File: src/rtl/vid_timing_gen.sv
// Raster timing generator: sync/back-porch/active/front-porch counters with registered strobes.
// Define VTG_PATTERN_EN to drive 8 vertical colour bars on vid_data_out.
module vid_timing_gen #(
    parameter logic [11:0] H_ACTIVE = 12'd1920,
    parameter logic [11:0] H_FP     = 12'd88,
    parameter logic [11:0] H_SYNC   = 12'd44,
    parameter logic [11:0] H_BP     = 12'd148,
    parameter logic [11:0] V_ACTIVE = 12'd1080,
    parameter logic [11:0] V_FP     = 12'd4,
    parameter logic [11:0] V_SYNC   = 12'd5,
    parameter logic [11:0] V_BP     = 12'd36
) (
    input  logic        mpt_clk,
    input  logic        mpt_arst,
    input  logic        vid_en,
    output logic        vid_vs_out,
    output logic        vid_hs_out,
    output logic        vid_de_out,
    output logic        vid_sof,
    output logic [11:0] vid_line,
    output logic        vid_locked,
    output logic [23:0] vid_data_out
);

    // Totals may be exactly 4096, so the "last" values are formed modulo 2^12.
    localparam logic [11:0] H_LAST     = H_SYNC + H_BP + H_ACTIVE + H_FP - 12'd1;
    localparam logic [11:0] V_LAST     = V_SYNC + V_BP + V_ACTIVE + V_FP - 12'd1;
    localparam logic [11:0] H_DE_START = H_SYNC + H_BP;
    localparam logic [11:0] V_DE_START = V_SYNC + V_BP;
    localparam logic [12:0] H_DE_END   = {1'b0, H_DE_START} + {1'b0, H_ACTIVE};
    localparam logic [12:0] V_DE_END   = {1'b0, V_DE_START} + {1'b0, V_ACTIVE};

    typedef enum logic [0:0] {StIdle, StRun} state_e;

    state_e      state_q, state_d;
    logic [11:0] h_cnt_q, h_cnt_d;
    logic [11:0] v_cnt_q, v_cnt_d;
    logic        frame_done_q, frame_done_d;

    logic        run;
    logic        h_last, v_last;
    logic        hs_d, vs_d, de_d, sof_d;
    logic [11:0] line_d;

    assign run    = (state_q == StRun);
    assign h_last = (h_cnt_q == H_LAST);
    assign v_last = (v_cnt_q == V_LAST);

    always_comb begin
        state_d      = state_q;
        h_cnt_d      = h_cnt_q;
        v_cnt_d      = v_cnt_q;
        frame_done_d = frame_done_q;
        unique case (state_q)
            StIdle: begin
                h_cnt_d      = 12'd0;
                v_cnt_d      = 12'd0;
                frame_done_d = 1'b0;
                if (vid_en) state_d = StRun;
            end
            StRun: begin
                if (!vid_en) begin
                    // Truncate immediately; the next run restarts at start of frame.
                    state_d      = StIdle;
                    h_cnt_d      = 12'd0;
                    v_cnt_d      = 12'd0;
                    frame_done_d = 1'b0;
                end else if (h_last) begin
                    h_cnt_d = 12'd0;
                    if (v_last) begin
                        v_cnt_d      = 12'd0;
                        frame_done_d = 1'b1;
                    end else begin
                        v_cnt_d = v_cnt_q + 12'd1;
                    end
                end else begin
                    h_cnt_d = h_cnt_q + 12'd1;
                end
            end
            default: state_d = StIdle;
        endcase
    end

    always_comb begin
        hs_d   = run && (h_cnt_q < H_SYNC);
        vs_d   = run && (v_cnt_q < V_SYNC);
        de_d   = run && (h_cnt_q >= H_DE_START) && ({1'b0, h_cnt_q} < H_DE_END)
                     && (v_cnt_q >= V_DE_START) && ({1'b0, v_cnt_q} < V_DE_END);
        sof_d  = run && (h_cnt_q == 12'd0) && (v_cnt_q == 12'd0);
        line_d = v_cnt_q - V_DE_START;
    end

    always_ff @(posedge mpt_clk) begin
        if (mpt_arst) begin
            state_q      <= StIdle;
            h_cnt_q      <= 12'd0;
            v_cnt_q      <= 12'd0;
            frame_done_q <= 1'b0;
            vid_hs_out   <= 1'b0;
            vid_vs_out   <= 1'b0;
            vid_de_out   <= 1'b0;
            vid_sof      <= 1'b0;
            vid_line     <= 12'd0;
            vid_locked   <= 1'b0;
        end else begin
            state_q      <= state_d;
            h_cnt_q      <= h_cnt_d;
            v_cnt_q      <= v_cnt_d;
            frame_done_q <= frame_done_d;
            vid_hs_out   <= hs_d;
            vid_vs_out   <= vs_d;
            vid_de_out   <= de_d;
            vid_sof      <= sof_d;
            vid_locked   <= frame_done_q;
            if (de_d) vid_line <= line_d;
        end
    end

`ifdef VTG_PATTERN_EN
    // Remainder pixels beyond 8*BAR_W are clamped into the last bar.
    localparam logic [11:0] BAR_W = (H_ACTIVE >= 12'd8) ? (H_ACTIVE >> 3) : 12'd1;

    logic [11:0] px;
    logic [11:0] bar;
    logic [2:0]  bar_idx;
    logic [23:0] colour;
    logic [23:0] data_d;

    always_comb begin
        px      = h_cnt_q - H_DE_START;
        bar     = px / BAR_W;
        bar_idx = (bar > 12'd7) ? 3'd7 : bar[2:0];
        unique case (bar_idx)
            3'd0:    colour = 24'hFFFFFF;
            3'd1:    colour = 24'hFFFF00;
            3'd2:    colour = 24'h00FFFF;
            3'd3:    colour = 24'h00FF00;
            3'd4:    colour = 24'hFF00FF;
            3'd5:    colour = 24'hFF0000;
            3'd6:    colour = 24'h0000FF;
            default: colour = 24'h000000;
        endcase
        data_d = de_d ? colour : 24'h0;
    end

    always_ff @(posedge mpt_clk) begin
        if (mpt_arst) vid_data_out <= 24'h0;
        else          vid_data_out <= data_d;
    end
`else
    assign vid_data_out = 24'h0;
`endif

endmodule

File: config.mk
export PLATFORM = sky130hd
export DESIGN_NAME = vid_timing_gen
export DESIGN_NICKNAME = d
export VERILOG_FILES = /design/src/rtl/vid_timing_gen.sv
export SDC_FILE = /design/constraint.sdc
export NUM_CORES = 1
export LEC_CHECK = 0
export BUFFER_PORTS_ARGS = -buffer_cell sky130_fd_sc_hd__buf_4
export CORE_MARGIN = 2
export CORE_UTILIZATION = 40
export DETAILED_ROUTE_END_ITERATION = 8
export PLACE_DENSITY_LB_ADDON = 0.3
export SKIP_LAST_GASP = 1
export SYNTH_ARGS = -nofsm -noshare
export SYNTH_HDL_FRONTEND = slang
export SYNTH_SLANG_ARGS = --single-unit
File: constraint.sdc
create_clock -name mpt_clk -period 2.28 [get_ports mpt_clk]
set_clock_uncertainty 0.1 [all_clocks]
set_input_delay 0.342 -clock mpt_clk [delete_from_list [all_inputs] [get_ports mpt_clk]]
set_output_delay 0.342 -clock mpt_clk [all_outputs]
set_load 0.01 [all_outputs]
==> flow_summary.toml, run 1 <==
[floorplanning]
die_w_um = 80.3
chipHeight_um = 80.3
design.die.area_um2 = 6450
io_pins = 44
initial_core_util = 0.418
rows = 27
fp.coreArea_um2 = 5570

[cts]
cts_setup_buffers = 0
cts_buffer_depth = 2
worstSkewPairLatency_ns = 0.30
root_buffer = "clkbuf_8"
cts.sinks = 43
htreeDepth = 2
cts_tree = "done"
clk_pin_slew_ns = 0.08
numCtsBuffers = 5
postCtsHoldBufs = 0

[routing]
viasPerCell = 5.00
route.vias.total = 1856
drtPass1Iterations = 4
routed_wl_mm = 4.60
wl_per_cell_um = 12.4
drt-initial-drc-count = 65
drc_errors = 0
drt.antenna.violating_nets = 0

[timing]
worst_slack_ns = 0.129
setup_viol = 0
slew_headroom = 0.602
fin_hold_ws_ns = 0.179
worst_pin_slew_ns = 0.595
slew_violations = 0
hold_viol = 0
fmax_mhz = 465
layout_worst_path_cycle_share = 0.943
min_period_ns = 2.15
rsz0062_at_grt = "yes"

[place]
io_buffers = 19
dp_worst_setup_slack_ns = -0.0441
dp_hpwl_mm = 3.45
placed_cells_incl_taps = 364
globalplace.congestion = 0.882

[cells_and_area]
n_fill_cell = 551
nets = 307
final_util = 0.474
syn_to_final_growth_pct = 13.3
drive_gt1_frac = 0.171
antenna_cells = 0
fin_cells = 371

[critical_path]
timing.rr.start = "h_cnt_q[1]"
end_kind = "flop"
reg2regPathDepth = 6
slowest_delay_ns = 0.49
worstSetupPathType = "reg2reg"
cp_cell_sequence = "ha_1 -> or3b_2 -> nor3_4 -> o2111ai_2 -> or3_1 -> a21oi_1"
critPathLaunchType = "flop"
critPathMaxFanout = 5
cp.arrival_ns = 2.28
crit_buf_inv = 0
ff2ff_setup_slack_ns = 0.13
crit_slowest_cell = "or3b_2"
cp_top_family = "simple AND/OR/NAND/NOR gates"
worstReg2RegEnd = "v_cnt_q[8]"
cp_data_required_time_ns = 2.41

[flow_run]
max_cap_viol_count = 0

[global_routing]
antenna_found_initial = 0
grt_use_total = 0.155
grt_pass1_vias = 1716
grt-ovfl-total = 0
grt_max_degree = 19
grt_pass1_wl_mm = 7.79

[logic_synthesis]
ys_seq_area_frac = 0.369
yosys.area.top_type_share = 0.369
synthTopCellsByArea = "dfxtp_1 (37%), buf_4 (8.1%), xor2_1 (6.0%)"
synthCells = 275
synth_edf_count = 0
ys_ff_latch = 43
synth_cell_type_count = 46
synthTopCellsByCount = "dfxtp_1 (43), nor2_1 (31), buf_4 (25), a21oi_1 (17), xor2_1 (16)"
synth_area_leader_cell = "dfxtp_1"
yosysWarnings = 0
async_reset_ff_frac = 0
ys.flop_type = "dfxtp_1"
netlist_area_um2 = 2330
avgSynthCellArea_um2 = 8.48
synth.most_common_cell = "dfxtp_1"

[pwr]
power_leakage_nw = 0.978
power_density_nw_per_um2 = 520
worst_ir_drop_vdd_mv = 0.318

[status]
status = "finished clean"

[worst_hold_path]
holdPathEnd = "run"
holdCritPathClass = "in2reg"
min_path_cells = 2
hold_start = "vid_en"
-- power by group --
| group | switching [mW] | internal (mW) |
|---|---|---|
| clock network | 0.254 | 0.321 |
| logic | 0.0328 | 0.00917 |
| registers | 0.00181 | 0.754 |
-- worst register-to-register path, delay by kind of cell, from the launching register on --
kind	cells	cell delay (ns)
AO/OA/AOI/OAI	2	0.34
adder cells (fa/ha/maj)	1	0.25
flip-flops	1	0.39
AND/OR/NAND/NOR	3	1.01
-- routing by layer --
metal / track usage / share of wire
met1: 0.204 / 0.50
met2: 0.244 / 0.44
met3: 0.0382 / 0.049
met4: 0.0576 / 0.017
met5: 0 / 0
-- sequential cells by signal, summed over array words and instances, names as in the netlist --
signal,count
vid_vs_out,1
vid_sof,1
h_cnt_q,12
frame_done_q,1
vid_locked,1
vid_hs_out,1
vid_line,12
run,1
vid_de_out,1
v_cnt_q,12
-- kinds of logic after synthesis --
family	synth area share
adders and majority gates	0.0268
AOI/OAI and AO/OA	0.140
xor gates and xnor gates	0.105
DFF	0.369
and+or+nand+nor	0.228
muxes	0.00429
other	0.00161
buffers and inverters	0.125
-- worst max path at each step --
stage	start	to	depth (start not counted)
global placement	v_cnt_q[6]	vid_line[0]	5
CTS	h_cnt_q[8]	vid_line[7]	6
global route	v_cnt_q[6]	vid_line[11]	6
detailed placement	v_cnt_q[6]	vid_line[5]	5
finish	h_cnt_q[1]	v_cnt_q[8]	6
floorplan	v_cnt_q[0]	vid_line[10]	8
-- metrics by stage --
step	power (mW)	cell area, um2	TNS (ns)
global placement	0.815	2510	0
finish	1.37	2640	0
floorplan	0.834	2420	0
detailed placement	0.815	2510	-0.148
CTS	1.38	2620	0
global route	1.41	2640	-0.0443
-- cell type report --
class | count | area (um2) | area share
multi-input cells | 207 | 1290 | 0.490
flip-flops and latches | 43 | 861 | 0.326
repair buffers | 33 | 260 | 0.0986
well taps | 72 | 90.1 | 0.0341
clock buffers | 6 | 72.6 | 0.0275
inverters | 9 | 33.8 | 0.0128
clock inverters | 1 | 30.0 | 0.0114
-- layout by cell type, fill, tap and decap left out, types with 5 or more instances in the layout --
cell type	instances
dfxtp_1	43
buf_4	32
nor2_1	31
conb_1	24
a21oi_1	17
xor2_1	16
xnor2_1	12
nand3_1	11
nand2_1	10
inv_1	9
o21ai_0	9
nor3_1	7
nor4_1	6
a311oi_1	6
o211ai_1	6
nand4_1	5
ha_1	5
clkbuf_8	5
-- timing repair --
action	in CTS	in global routing
setup endpoints to repair	6	21
cloned	0	0
resized for setup	2	6
Note: power is estimated with default switching activity, not from simulation.
==> inputs of run 2 (changes only) <==
--- a/config.mk
+++ b/config.mk
@@ -5,11 +5,11 @@
 export SDC_FILE = /design/constraint.sdc
 export NUM_CORES = 1
 export LEC_CHECK = 0
+export ABC_AREA = 1
 export BUFFER_PORTS_ARGS = -buffer_cell sky130_fd_sc_hd__buf_4
 export CORE_MARGIN = 2
 export CORE_UTILIZATION = 40
 export DETAILED_ROUTE_END_ITERATION = 8
-export PLACE_DENSITY_LB_ADDON = 0.3
 export SKIP_LAST_GASP = 1
 export SYNTH_ARGS = -nofsm -noshare
 export SYNTH_HDL_FRONTEND = slang
==> flow_summary.toml, run 2 <==
[status]
status = "finished clean"

[cells_and_area]
final_common_cell = "nand2_1"
fin_cells = 467
syn_to_final_growth_pct = 6.36
top_regs = "h_cnt_q x12, v_cnt_q x12, vid_line x12"
final_util = 0.433
design_area_um2 = 2720
n_fill_cell = 678
most-common-layout-cells = "nand2_1 (83), nor2_1 (66), dfxtp_1 (43)"
drive_gt1_frac = 0.131
antenna_cells = 0
nets = 398

[timing]
setup_viol = 0
fmax_mhz = 531
slew_violations = 0
hold_viol = 0
fin_tns_setup_ns = 0
layout_worst_path_cycle_share = 0.827
min_period_ns = 1.88
rsz0062_at_grt = "no"

[floorplanning]
die_w_um = 84.0
io_pins = 44
rows = 29
initial_core_util = 0.407
design.die.area_um2 = 7050
fp.coreArea_um2 = 6280
chipHeight_um = 84.0

[logic_synthesis]
synth.most_common_cell = "nand2_1"
synth_edf_count = 0
yosysWarnings = 0
avgSynthCellArea_um2 = 6.87
netlist_area_um2 = 2560
synthCells = 372
ys_ff_latch = 43
yosys.area.top_type_share = 0.337
async_reset_ff_frac = 0
synth_area_leader_cell = "dfxtp_1"
ys.flop_type = "dfxtp_1"
synth_cell_type_count = 33
synthTopCellsByArea = "dfxtp_1 (34%), nand2_1 (12%), nor2_1 (9.7%)"
synthTopCellsByCount = "nand2_1 (83), nor2_1 (66), dfxtp_1 (43), nand3_1 (40), inv_1 (33)"
ys_seq_area_frac = 0.337

[place]
globalplace.congestion = 0.893
io_buffers = 19
dp_hpwl_mm = 3.89
place_area_um2 = 2630
placed_cells_incl_taps = 460

[cts]
cts.sinks = 43
postCtsHoldBufs = 0
cts_buffer_depth = 2
cts_resized = 0
cts_tree = "done"
worstSkewPairLatency_ns = 0.29
htreeDepth = 2
cts_setup_buffers = 0
root_buffer = "clkbuf_8"
clk_pin_slew_ns = 0.08
numCtsBuffers = 5

[critical_path]
cpMostUsedCell = "nand2_2"
worstSetupPathType = "reg2reg"
slowest_delay_ns = 0.41
critPathLaunchType = "flop"
crit_slowest_cell = "dfxtp_1"
end_kind = "flop"
critPathMaxFanout = 19
cp_data_required_time_ns = 2.37
cp_top_family = "simple AND/OR/NAND/NOR gates"
cp_cell_sequence = "inv_1 -> ha_1 -> nand2_2 -> nand2_1 -> nand2_2 -> nand2_2 -> nand3_4 -> nand2_4 -> nor2_1 -> nor2_1"
cp.arrival_ns = 1.98
crit_buf_inv = 1

[routing]
wl_per_cell_um = 11.0
drt.antenna.violating_nets = 0
drt-initial-drc-count = 92
routed_wl_mm = 5.12
drtPass1Iterations = 4
viasPerCell = 4.62
route.vias.total = 2156
drc_errors = 0

[flow_run]
max_cap_viol_count = 0

[global_routing]
grt-ovfl-total = 0
grt_max_degree = 20
antenna_found_initial = 0
grt_use_total = 0.152
grt_pass1_vias = 1867
grt_pass1_wl_mm = 8.71

[worst_hold_path]
holdCritPathClass = "in2reg"

[pwr]
power_density_nw_per_um2 = 475
worst_ir_drop_vdd_mv = 0.241
power_leakage_nw = 1.25
finalPower_mw = 1.29
-- run 2: cell types whose count changed after synthesis, moves of 7 or more --
cell,previous run,this run
buf_2,8,1
inv_1,9,33
nand2_1,10,83
nand3_1,11,40
nor2_1,31,66
o21ai_0,11,3
xnor2_1,12,0
xor2_1,16,7
-- run 2: routing by layer --
layer	global-route usage	up-vias	share of wire
met5	0	-	0
li1	-	1164	-
met4	0.0572	0	0.016
met3	0.0386	6	0.043
met2	0.229	45	0.43
met1	0.210	941	0.51
-- run 2: power breakdown --
group	switching (mW)	internal, mW
clock network	0.247	0.238
registers	0.00205	0.754
logic	0.0393	0.0122
total	0.288	1.00
-- run 2: layout make-up --
type | instances | area (um2) | share of cell area
clock buffer | 6 | 82.6 | 0.0304
clock inverter | 1 | 5.00 | 0.00184
inverter | 36 | 135 | 0.0497
multi-input combinational | 284 | 1390 | 0.511
sequential | 43 | 861 | 0.316
tap | 77 | 96.3 | 0.0354
timing repair buffer | 20 | 150 | 0.0552
-- run 2: kinds of logic (layout without fill, tap and decap cells) --
group                      Yosys count  after routing  synth area share
buffers and inverters               68             63             0.154
adders and majority gates            5              5            0.0245
DFF                                 43             43             0.337
and+or+nand+nor                    225            225             0.414
xor gates and xnor gates             7              7            0.0240
AOI/OAI and AO/OA                   23             23            0.0460
other                                1             24           0.00147
-- run 2: worst reg2reg max path: stages (launching register included) --
cell and delay (ns):
dfxtp_1 0.41, inv_1 0.12, ha_1 0.26, nand2_2 0.10, nand2_1 0.06, nand2_2 0.09, nand2_2 0.10, nand3_4 0.25
nand2_4 0.11, nor2_1 0.12, nor2_1 0.05
-- run 2: worst paths after layout --
check	start	endpoint	slack (ns)	cells past startpoint
max	v_cnt_q[0]	vid_line[11]	0.40	10
max reg2reg	v_cnt_q[0]	vid_line[11]	0.40	10
min reg2reg	frame_done_q	vid_locked	0.33	2
min	vid_en	run	0.16	3
-- run 2: metrics by stage --
stage	worst slack, ns	hold slack [ns]
6_report	0.395	0.163
5_1_grt	0.158	0.171
4_1_cts	0.390	0.156
3_5_place_dp	0.413	0.320
3_3_place_gp	0.465	0.320
2_1_floorplan	0.623	0.303
